--- config.mk ---
export PLATFORM = sky130hd
export DESIGN_NAME = alu_mc
export DESIGN_NICKNAME = d
export VERILOG_FILES = /design/src/rtl/alu_pkg.sv /design/src/rtl/alu_muldiv_iter.sv /design/src/rtl/alu_mc.sv
export SDC_FILE = /design/constraint.sdc
export NUM_CORES = 1
export LEC_CHECK = 0
export ABC_AREA = 1
export CORE_UTILIZATION = 25
export CTS_CLUSTER_DIAMETER = 30
export DETAILED_ROUTE_END_ITERATION = 10
export GPL_ROUTABILITY_DRIVEN = 0
export PLACE_DENSITY = 0.44
export SYNTH_ARGS = -nofsm -noshare
export SYNTH_HDL_FRONTEND = slang
export SYNTH_SLANG_ARGS = --single-unit
--- constraint.sdc ---
create_clock -name clk -period 8.55 [get_ports clk]
set_input_delay 1.71 -clock clk [delete_from_list [all_inputs] [get_ports clk]]
set_output_delay 1.71 -clock clk [all_outputs]
set_load 0.01 [all_outputs]
--- src/rtl/alu_pkg.sv ---
`default_nettype none
// ============================================================================
//  Module      : alu_pkg
//  Description : Shared opcodes, handshake FSM states and opcode helpers for
//                the multi-cycle ALU (alu_mc) and its iterative engine.
//  Revision    : 1.0 - initial release
// ============================================================================
package alu_pkg;

    // Opcodes carried on ALU_operation; 11xx is illegal.
    localparam logic [3:0] OP_AND   = 4'b0000;
    localparam logic [3:0] OP_OR    = 4'b0001;
    localparam logic [3:0] OP_ADD   = 4'b0010;
    localparam logic [3:0] OP_XOR   = 4'b0011;
    localparam logic [3:0] OP_NOR   = 4'b0100;
    localparam logic [3:0] OP_SRL   = 4'b0101;
    localparam logic [3:0] OP_SUB   = 4'b0110;
    localparam logic [3:0] OP_SLT   = 4'b0111;
    localparam logic [3:0] OP_SLL   = 4'b1000;
    localparam logic [3:0] OP_SRA   = 4'b1001;
    localparam logic [3:0] OP_MULTU = 4'b1010;
    localparam logic [3:0] OP_DIVU  = 4'b1011;

    // Iterative engine mode select.
    localparam logic MODE_MUL = 1'b0;
    localparam logic MODE_DIV = 1'b1;

    // Handshake FSM states.
    typedef enum logic [1:0] {
        S_IDLE = 2'd0,
        S_ITER = 2'd1,
        S_DONE = 2'd2
    } state_e;

    // True for the opcodes that run on the iterative multiply/divide engine.
    function automatic logic is_iter(input logic [3:0] op);
        return (op == OP_MULTU) || (op == OP_DIVU);
    endfunction

endpackage
`default_nettype wire

--- src/rtl/alu_muldiv_iter.sv ---
`default_nettype none
// ============================================================================
//  Module      : alu_muldiv_iter
//  Description : Bit-serial unsigned multiply (shift-add) and divide
//                (restoring) engine, one bit per cycle, WIDTH iterations.
//  Ports       : clk, rst      - clock, synchronous active-high reset
//                start         - load operands and begin (single-cycle pulse)
//                mode          - MODE_MUL / MODE_DIV
//                a, b          - multiplicand/multiplier, dividend/divisor
//                done          - high during the final iteration cycle
//                hi, lo        - result of the current step; valid with done
//                                (product hi/lo, or remainder/quotient)
//  Revision    : 1.0 - initial release
// ============================================================================
module alu_muldiv_iter
    import alu_pkg::*;
#(
    parameter int WIDTH = 32
) (
    input  logic             clk,
    input  logic             rst,
    input  logic             start,
    input  logic             mode,
    input  logic [WIDTH-1:0] a,
    input  logic [WIDTH-1:0] b,
    output logic             done,
    output logic [WIDTH-1:0] hi,
    output logic [WIDTH-1:0] lo
);

    localparam int CW = $clog2(WIDTH);

    logic             busy_q, busy_d;
    logic             mode_q, mode_d;
    logic [CW-1:0]    cnt_q,  cnt_d;
    logic [WIDTH-1:0] acc_q,  acc_d;   // partial product high half / remainder
    logic [WIDTH-1:0] sr_q,   sr_d;    // multiplier->product low / dividend->quotient
    logic [WIDTH-1:0] opnd_q, opnd_d;  // multiplicand / divisor

    logic [WIDTH:0]   mul_sum;
    logic [WIDTH:0]   div_shift;
    logic [WIDTH:0]   div_diff;
    logic [WIDTH-1:0] step_acc;
    logic [WIDTH-1:0] step_sr;

    // One iteration of the selected algorithm.
    always_comb begin
        mul_sum   = {1'b0, acc_q} + (sr_q[0] ? {1'b0, opnd_q} : {(WIDTH+1){1'b0}});
        div_shift = {acc_q, sr_q[WIDTH-1]};
        div_diff  = div_shift - {1'b0, opnd_q};
        if (mode_q == MODE_DIV) begin
            // Remainder stays below the divisor, so the MSB of the difference
            // is a clean borrow flag: clear means the subtraction is kept.
            if (!div_diff[WIDTH]) begin
                step_acc = div_diff[WIDTH-1:0];
                step_sr  = {sr_q[WIDTH-2:0], 1'b1};
            end else begin
                step_acc = div_shift[WIDTH-1:0];
                step_sr  = {sr_q[WIDTH-2:0], 1'b0};
            end
        end else begin
            // Add, then shift the 2*WIDTH product register right by one.
            step_acc = mul_sum[WIDTH:1];
            step_sr  = {mul_sum[0], sr_q[WIDTH-1:1]};
        end
    end

    always_comb begin
        busy_d = busy_q;
        mode_d = mode_q;
        cnt_d  = cnt_q;
        acc_d  = acc_q;
        sr_d   = sr_q;
        opnd_d = opnd_q;
        if (start) begin
            busy_d = 1'b1;
            mode_d = mode;
            cnt_d  = CW'(WIDTH - 1);
            acc_d  = '0;
            sr_d   = a;
            opnd_d = b;
        end else if (busy_q) begin
            acc_d = step_acc;
            sr_d  = step_sr;
            if (cnt_q == '0) begin
                busy_d = 1'b0;
            end else begin
                cnt_d = cnt_q - 1'b1;
            end
        end
    end

    always_ff @(posedge clk) begin
        if (rst) begin
            busy_q <= 1'b0;
            mode_q <= MODE_MUL;
            cnt_q  <= '0;
            acc_q  <= '0;
            sr_q   <= '0;
            opnd_q <= '0;
        end else begin
            busy_q <= busy_d;
            mode_q <= mode_d;
            cnt_q  <= cnt_d;
            acc_q  <= acc_d;
            sr_q   <= sr_d;
            opnd_q <= opnd_d;
        end
    end

    // The final step's result is handed out combinationally so the caller
    // can register it on the same edge that retires the engine.
    assign done = busy_q && (cnt_q == '0);
    assign hi   = step_acc;
    assign lo   = step_sr;

endmodule
`default_nettype wire

--- src/rtl/alu_mc.sv ---
`default_nettype none
// ============================================================================
//  Module      : alu_mc
//  Description : Multi-cycle MIPS ALU with valid/ready handshake. Logic,
//                add/sub, compare and shift ops finish in one cycle; MULTU
//                and DIVU run on an iterative engine (WIDTH+1 cycle latency).
//  Ports       : clk, rst            - clock, synchronous active-high reset
//                in_valid/in_ready   - request handshake
//                A, B, ALU_operation - operands and opcode, sampled on accept
//                out_valid/out_ready - result handshake
//                res, res_hi         - result (lo/quotient), (hi/remainder)
//                zero, overflow      - res==0; signed ovf or divide-by-zero
//  Revision    : 1.0 - initial release
// ============================================================================
module alu_mc
    import alu_pkg::*;
#(
    parameter int WIDTH = 32,
    parameter int SHW   = $clog2(WIDTH)
) (
    input  logic             clk,
    input  logic             rst,
    input  logic             in_valid,
    output logic             in_ready,
    input  logic [WIDTH-1:0] A,
    input  logic [WIDTH-1:0] B,
    input  logic [3:0]       ALU_operation,
    output logic             out_valid,
    input  logic             out_ready,
    output logic [WIDTH-1:0] res,
    output logic [WIDTH-1:0] res_hi,
    output logic             zero,
    output logic             overflow
);

    state_e           state_q, state_d;
    logic [WIDTH-1:0] res_q,    res_d;
    logic [WIDTH-1:0] res_hi_q, res_hi_d;
    logic             zero_q,   zero_d;
    logic             ovf_q,    ovf_d;

    logic             accept;
    logic             go_iter;
    logic             eng_start;
    logic             eng_mode;
    logic             eng_done;
    logic [WIDTH-1:0] eng_hi;
    logic [WIDTH-1:0] eng_lo;

    logic [WIDTH-1:0] add_sum;
    logic [WIDTH-1:0] sub_diff;
    logic [SHW-1:0]   shamt;
    logic [WIDTH-1:0] sc_res;
    logic [WIDTH-1:0] sc_hi;
    logic             sc_ovf;

    // ------------------------------------------------------------------
    // Single-cycle datapath, evaluated on the live inputs and registered
    // on the accept edge.
    // ------------------------------------------------------------------
    always_comb begin
        add_sum  = A + B;
        sub_diff = A - B;
        shamt    = B[SHW-1:0];
        sc_res   = '0;
        sc_hi    = '0;
        sc_ovf   = 1'b0;
        case (ALU_operation)
            OP_AND: sc_res = A & B;
            OP_OR:  sc_res = A | B;
            OP_ADD: begin
                sc_res = add_sum;
                sc_ovf = (A[WIDTH-1] == B[WIDTH-1]) && (add_sum[WIDTH-1] != A[WIDTH-1]);
            end
            OP_XOR: sc_res = A ^ B;
            OP_NOR: sc_res = ~(A | B);
            OP_SRL: sc_res = A >> shamt;
            OP_SUB: begin
                sc_res = sub_diff;
                sc_ovf = (A[WIDTH-1] != B[WIDTH-1]) && (sub_diff[WIDTH-1] != A[WIDTH-1]);
            end
            OP_SLT: sc_res = {{(WIDTH-1){1'b0}}, ($signed(A) < $signed(B))};
            OP_SLL: sc_res = A << shamt;
            OP_SRA: sc_res = $signed(A) >>> shamt;
            // Only reaches the single-cycle path when B is zero.
            OP_DIVU: begin
                sc_res = '1;
                sc_hi  = A;
                sc_ovf = 1'b1;
            end
            // MULTU never completes here; illegal opcodes yield all zeros.
            default: ;
        endcase
    end

    // ------------------------------------------------------------------
    // Handshake
    // ------------------------------------------------------------------
    assign in_ready  = !rst && ((state_q == S_IDLE) ||
                                ((state_q == S_DONE) && out_ready));
    assign accept    = in_valid && in_ready;
    // Divide-by-zero is resolved in one cycle without starting the engine.
    assign go_iter   = is_iter(ALU_operation) &&
                       !((ALU_operation == OP_DIVU) && (B == '0));
    assign eng_start = accept && go_iter;
    assign eng_mode  = (ALU_operation == OP_DIVU) ? MODE_DIV : MODE_MUL;

    alu_muldiv_iter #(
        .WIDTH (WIDTH)
    ) u_muldiv (
        .clk   (clk),
        .rst   (rst),
        .start (eng_start),
        .mode  (eng_mode),
        .a     (A),
        .b     (B),
        .done  (eng_done),
        .hi    (eng_hi),
        .lo    (eng_lo)
    );

    // ------------------------------------------------------------------
    // FSM next state and result registers. Results only load on entry to
    // DONE, so they stay stable while the consumer applies backpressure.
    // ------------------------------------------------------------------
    always_comb begin
        state_d  = state_q;
        res_d    = res_q;
        res_hi_d = res_hi_q;
        zero_d   = zero_q;
        ovf_d    = ovf_q;
        if (accept) begin
            if (go_iter) begin
                state_d = S_ITER;
            end else begin
                state_d  = S_DONE;
                res_d    = sc_res;
                res_hi_d = sc_hi;
                zero_d   = (sc_res == '0);
                ovf_d    = sc_ovf;
            end
        end else begin
            case (state_q)
                S_ITER: begin
                    if (eng_done) begin
                        state_d  = S_DONE;
                        res_d    = eng_lo;
                        res_hi_d = eng_hi;
                        zero_d   = (eng_lo == '0);
                        ovf_d    = 1'b0;
                    end
                end
                S_DONE: begin
                    if (out_ready) begin
                        state_d = S_IDLE;
                    end
                end
                default: state_d = S_IDLE;
            endcase
        end
    end

    always_ff @(posedge clk) begin
        if (rst) begin
            state_q  <= S_IDLE;
            res_q    <= '0;
            res_hi_q <= '0;
            zero_q   <= 1'b0;
            ovf_q    <= 1'b0;
        end else begin
            state_q  <= state_d;
            res_q    <= res_d;
            res_hi_q <= res_hi_d;
            zero_q   <= zero_d;
            ovf_q    <= ovf_d;
        end
    end

    assign out_valid = (state_q == S_DONE);
    assign res       = res_q;
    assign res_hi    = res_hi_q;
    assign zero      = zero_q;
    assign overflow  = ovf_q;

endmodule
`default_nettype wire

==> impl_metrics.yaml <==
outcome:
  status: "completed"
place:
  place_inst: 5278
  hpwlAfterDp_mm: 96.1
  port_buffers: 139
clock_network:
  post-cts-setup-buffers: 0
  cts_made_buffers: 17
  cts_buffer_depth: 2
  clk_pin_slew_ns: 0.08
  insertion_delay_ns: 0.50
  clock_sinks: 171
  cts_resized: 0
  tritoncts: "built"
  h-tree-depth: 4
  cts_hold_buf: 0
  clock-root-buffer: "clkbuf_16"
synth:
  syn-instance-count: 4107
  yosysUniqueCellTypes: 58
  yosys.area.top_type: "nand2_1"
  synth.cell_area_um2: 22900
  syn-num-nets: 4358
  avgSynthCellArea_um2: 5.57
  synth_adder_area_share_pct: 9.92
  yosys.area_share.xor_xnor_pct: 1.22
  yosysSeqAreaShare_pct: 15.0
  ys_ff_latch: 171
  netlist.area_leader.share_pct: 19.1
  synth_simple_gate_area_share_pct: 42.8
  async_reset_ff_share_pct: 0
  synth_compound_area_share_pct: 18.2
  synth_area_leaders: "nand2_1 (19%), dfxtp_1 (15%), nand3_1 (12%)"
  synthFlopType: "dfxtp_1"
  muxShareOfSynthArea_pct: 0.306
  synth_top_family_by_area: "simple AND/OR/NAND/NOR gates"
  synth_edf_count: 0
  ys_warn_count: 0
setup_path:
  required_ns: 8.98
  rrSetupSlack_ns: 4.65
  rr_startpoint: "u_muldiv.sr_q[0]"
  startpoint_type: "input port"
  cp_max_fo: 60
  arrival_ns: 6.22
  critPathLaunch: "B[6]"
  reg2reg_to: "res_hi[28]"
  worstSetupEndpointType: "flip-flop"
  crit_type: "input port to flip-flop"
  ff2ff_path_depth: 13
floorplanning:
  initial_utilization_pct: 25.3
  num_rows: 110
  io_pins: 140
  die_y_um: 305
  fp.dieW_um: 305
  dieArea_um2: 92700
  core_um2: 90300
drt:
  drt-initial-drc-count: 3009
  drt-total-wl_mm: 121
  vias_per_cell: 5.26
  wl_per_cell_um: 22.9
  drcViolationCount: 0
  ant_nets: 0
  dr.pass1.iters: 8
  dr_total_vias: 27900
global_routing:
  antenna_found_initial: 6
  grt-busiest-layer: "met2"
  grt_first_pass_wirelength_mm: 176
  grt_use_total_pct: 25.5
  grt_use_met1_pct: 34.7
  met3_usage_pct: 3.67
  grt_pass1_vias: 25900
  grt_max_degree: 69
  grt_overflow_total: 0
  use_met2_pct: 39.6
worst_hold_path:
  hp-class: "flip-flop to flip-flop"
  whs_path_depth: 2
  hold_end: "res_hi[23]"
  hp-start: "res_hi[23]"
power_and_ir_drop:
  clkPwrFrac_pct: 28.0
  sw_frac_of_total_pct: 46.0
  power_density_nw_per_um2: 111
  pwr-share-comb_pct: 43.1
  p_leak_nw: 12.6
  seqPwrFrac_pct: 28.9
  intPower_mw: 1.55
  p_sw_mw: 1.32
  peakVddDrop_v: 0.000110
timing:
  finalHoldViolations: 0
  slew_headroom_pct: 7.82
  setup_viol: 0
  slew_viol_final: 0
  period_share_pct: 67.8
  tightest_slew_ns: 1.37
  fmax_ghz: 0.173
  tns_ns: 0
  min_period_ns: 5.80
  rsz0062_at_grt: "no"
  final.setup_skew_ns: 0.0192
run:
  max-cap-violations: 0
finish:
  area_growth_pct: 12.5
  fin_nets: 4372
  final-instance-count-excl-fill: 5312
  layout-drive-gt1-share_pct: 5.03
placed cells by master, fill, tap and decap left out, drive strengths merged, types with 2 or more instances in the layout:
cell type | Yosys | final
a211oi | 8 | 8
a21boi | 11 | 11
a21o | 13 | 13
a21oi | 340 | 340
a221oi | 3 | 3
a31oi | 31 | 31
and2 | 6 | 6
buf | 120 | 52
clkbuf | 72 | 18
clkdlybuf4s50 | 0 | 135
clkinv | 2 | 6
clkinvlp | 0 | 3
dfxtp | 171 | 171
diode | 0 | 2
fa | 4 | 4
ha | 175 | 175
inv | 505 | 512
mux2i | 7 | 7
nand2 | 1187 | 1187
nand3 | 561 | 561
nand3b | 7 | 7
nand4 | 46 | 46
nor2 | 379 | 379
nor3 | 36 | 36
nor4 | 13 | 13
o2111ai | 8 | 8
o211ai | 64 | 64
o21a | 3 | 3
o21ai | 215 | 215
o21bai | 23 | 23
o221ai | 2 | 2
o22ai | 12 | 12
o31a | 2 | 2
or2 | 44 | 44
xnor2 | 14 | 14
xor2 | 18 | 18
logic make-up (layout without fill, tap and decap cells):
logic type | count (synthesis) | in the layout
mux | 7 | 7
buf+inv | 699 | 726
xor+xnor | 32 | 32
flops | 171 | 171
compound gates | 738 | 738
simple gates | 2281 | 2281
other cells | 0 | 2
fa+ha+maj | 179 | 179
state kept, by name (all words and copies together), names as in the netlist:
register,cells
overflow,1
res,32
res_hi,32
state_q,2
u_muldiv.acc_q,32
u_muldiv.busy_q,1
u_muldiv.cnt_q,5
u_muldiv.mode_q,1
u_muldiv.opnd_q,32
u_muldiv.sr_q,32
zero,1
synth_stat cells, types with 8 or more instances:
cell type,n
xnor2_1,14
o21ai_1,21
xor2_1,18
a31oi_1,31
or2_2,39
buf_1,13
nand2_2,18
buf_2,76
a21o_1,13
o21ai_0,192
nor4_1,13
ha_1,175
inv_2,18
o21bai_1,23
inv_1,486
nand4_1,46
buf_4,19
o22ai_1,12
o2111ai_1,8
nor3_1,34
clkbuf_1,72
nor2_2,10
o211ai_1,62
nor2_1,362
nand3_1,559
a21oi_1,336
dfxtp_1,171
buf_6,11
nand2_1,1165
final cells by class:
cell class | instances | area [um2]
Clock inverter | 14 | 146
Timing Repair Buffer | 187 | 1730
Clock buffer | 18 | 439
Sequential cell | 171 | 3430
Tap cell | 1176 | 1470
Antenna cell | 2 | 5.00
Multi-Input combinational cell | 3237 | 16600
Inverter | 507 | 1910
Fill cell | 10500 | 64600
worst max-delay path, stage by stage:
cell	delay [ns]
clkdlybuf4s50_1	0.45
inv_1	0.17
nand4_1	0.19
nor4_1	1.17
nand4_1	0.18
and2_4	0.37
nor2_4	0.61
inv_4	0.35
buf_4	0.45
a21oi_1	0.21
o21ai_0	0.12
a21oi_1	0.15
how the worst max path moves through the flow:
stage,endpoint,cells past startpoint
floorplan,zero,23
global placement,res[24],12
detailed placement,res[24],12
CTS,res[24],12
global route,res[30],12
finish,res[24],12
per-stage QoR:
stage	worst slack [ns]	hold WS [ns]	cell area (um2)	power [mW]	utilization, %
2_1_floorplan	4.38	0.452	22900	1.61	-
3_3_place_gp	2.50	0.455	25100	2.06	27.8
5_1_grt	2.72	0.493	25700	3.02	28.5
3_5_place_dp	2.45	0.458	25100	2.05	27.8
6_report	2.75	0.466	25700	2.87	28.5
4_1_cts	2.98	0.469	25700	2.87	28.5
metal layers:
| metal | up-vias | part of all wire [%] |
|---|---|---|
| met3 | 182 | 7.2 |
| met1 | 13100 | 45 |
| met2 | 1139 | 43 |
| met4 | 6 | 4.6 |
| met5 | - | 0.035 |
| li1 | 13500 | - |
power groups by stage:
stage,combinational (mW),sequential (mW),clock (mW)
finish,1.24,0.828,0.804
global route,1.34,0.828,0.854
CTS,1.21,0.827,0.830
detailed placement,1.20,0.846,0
global placement,1.21,0.846,0
floorplan,0.771,0.839,0
No activity file was read; power rests on OpenSTA's default activity.
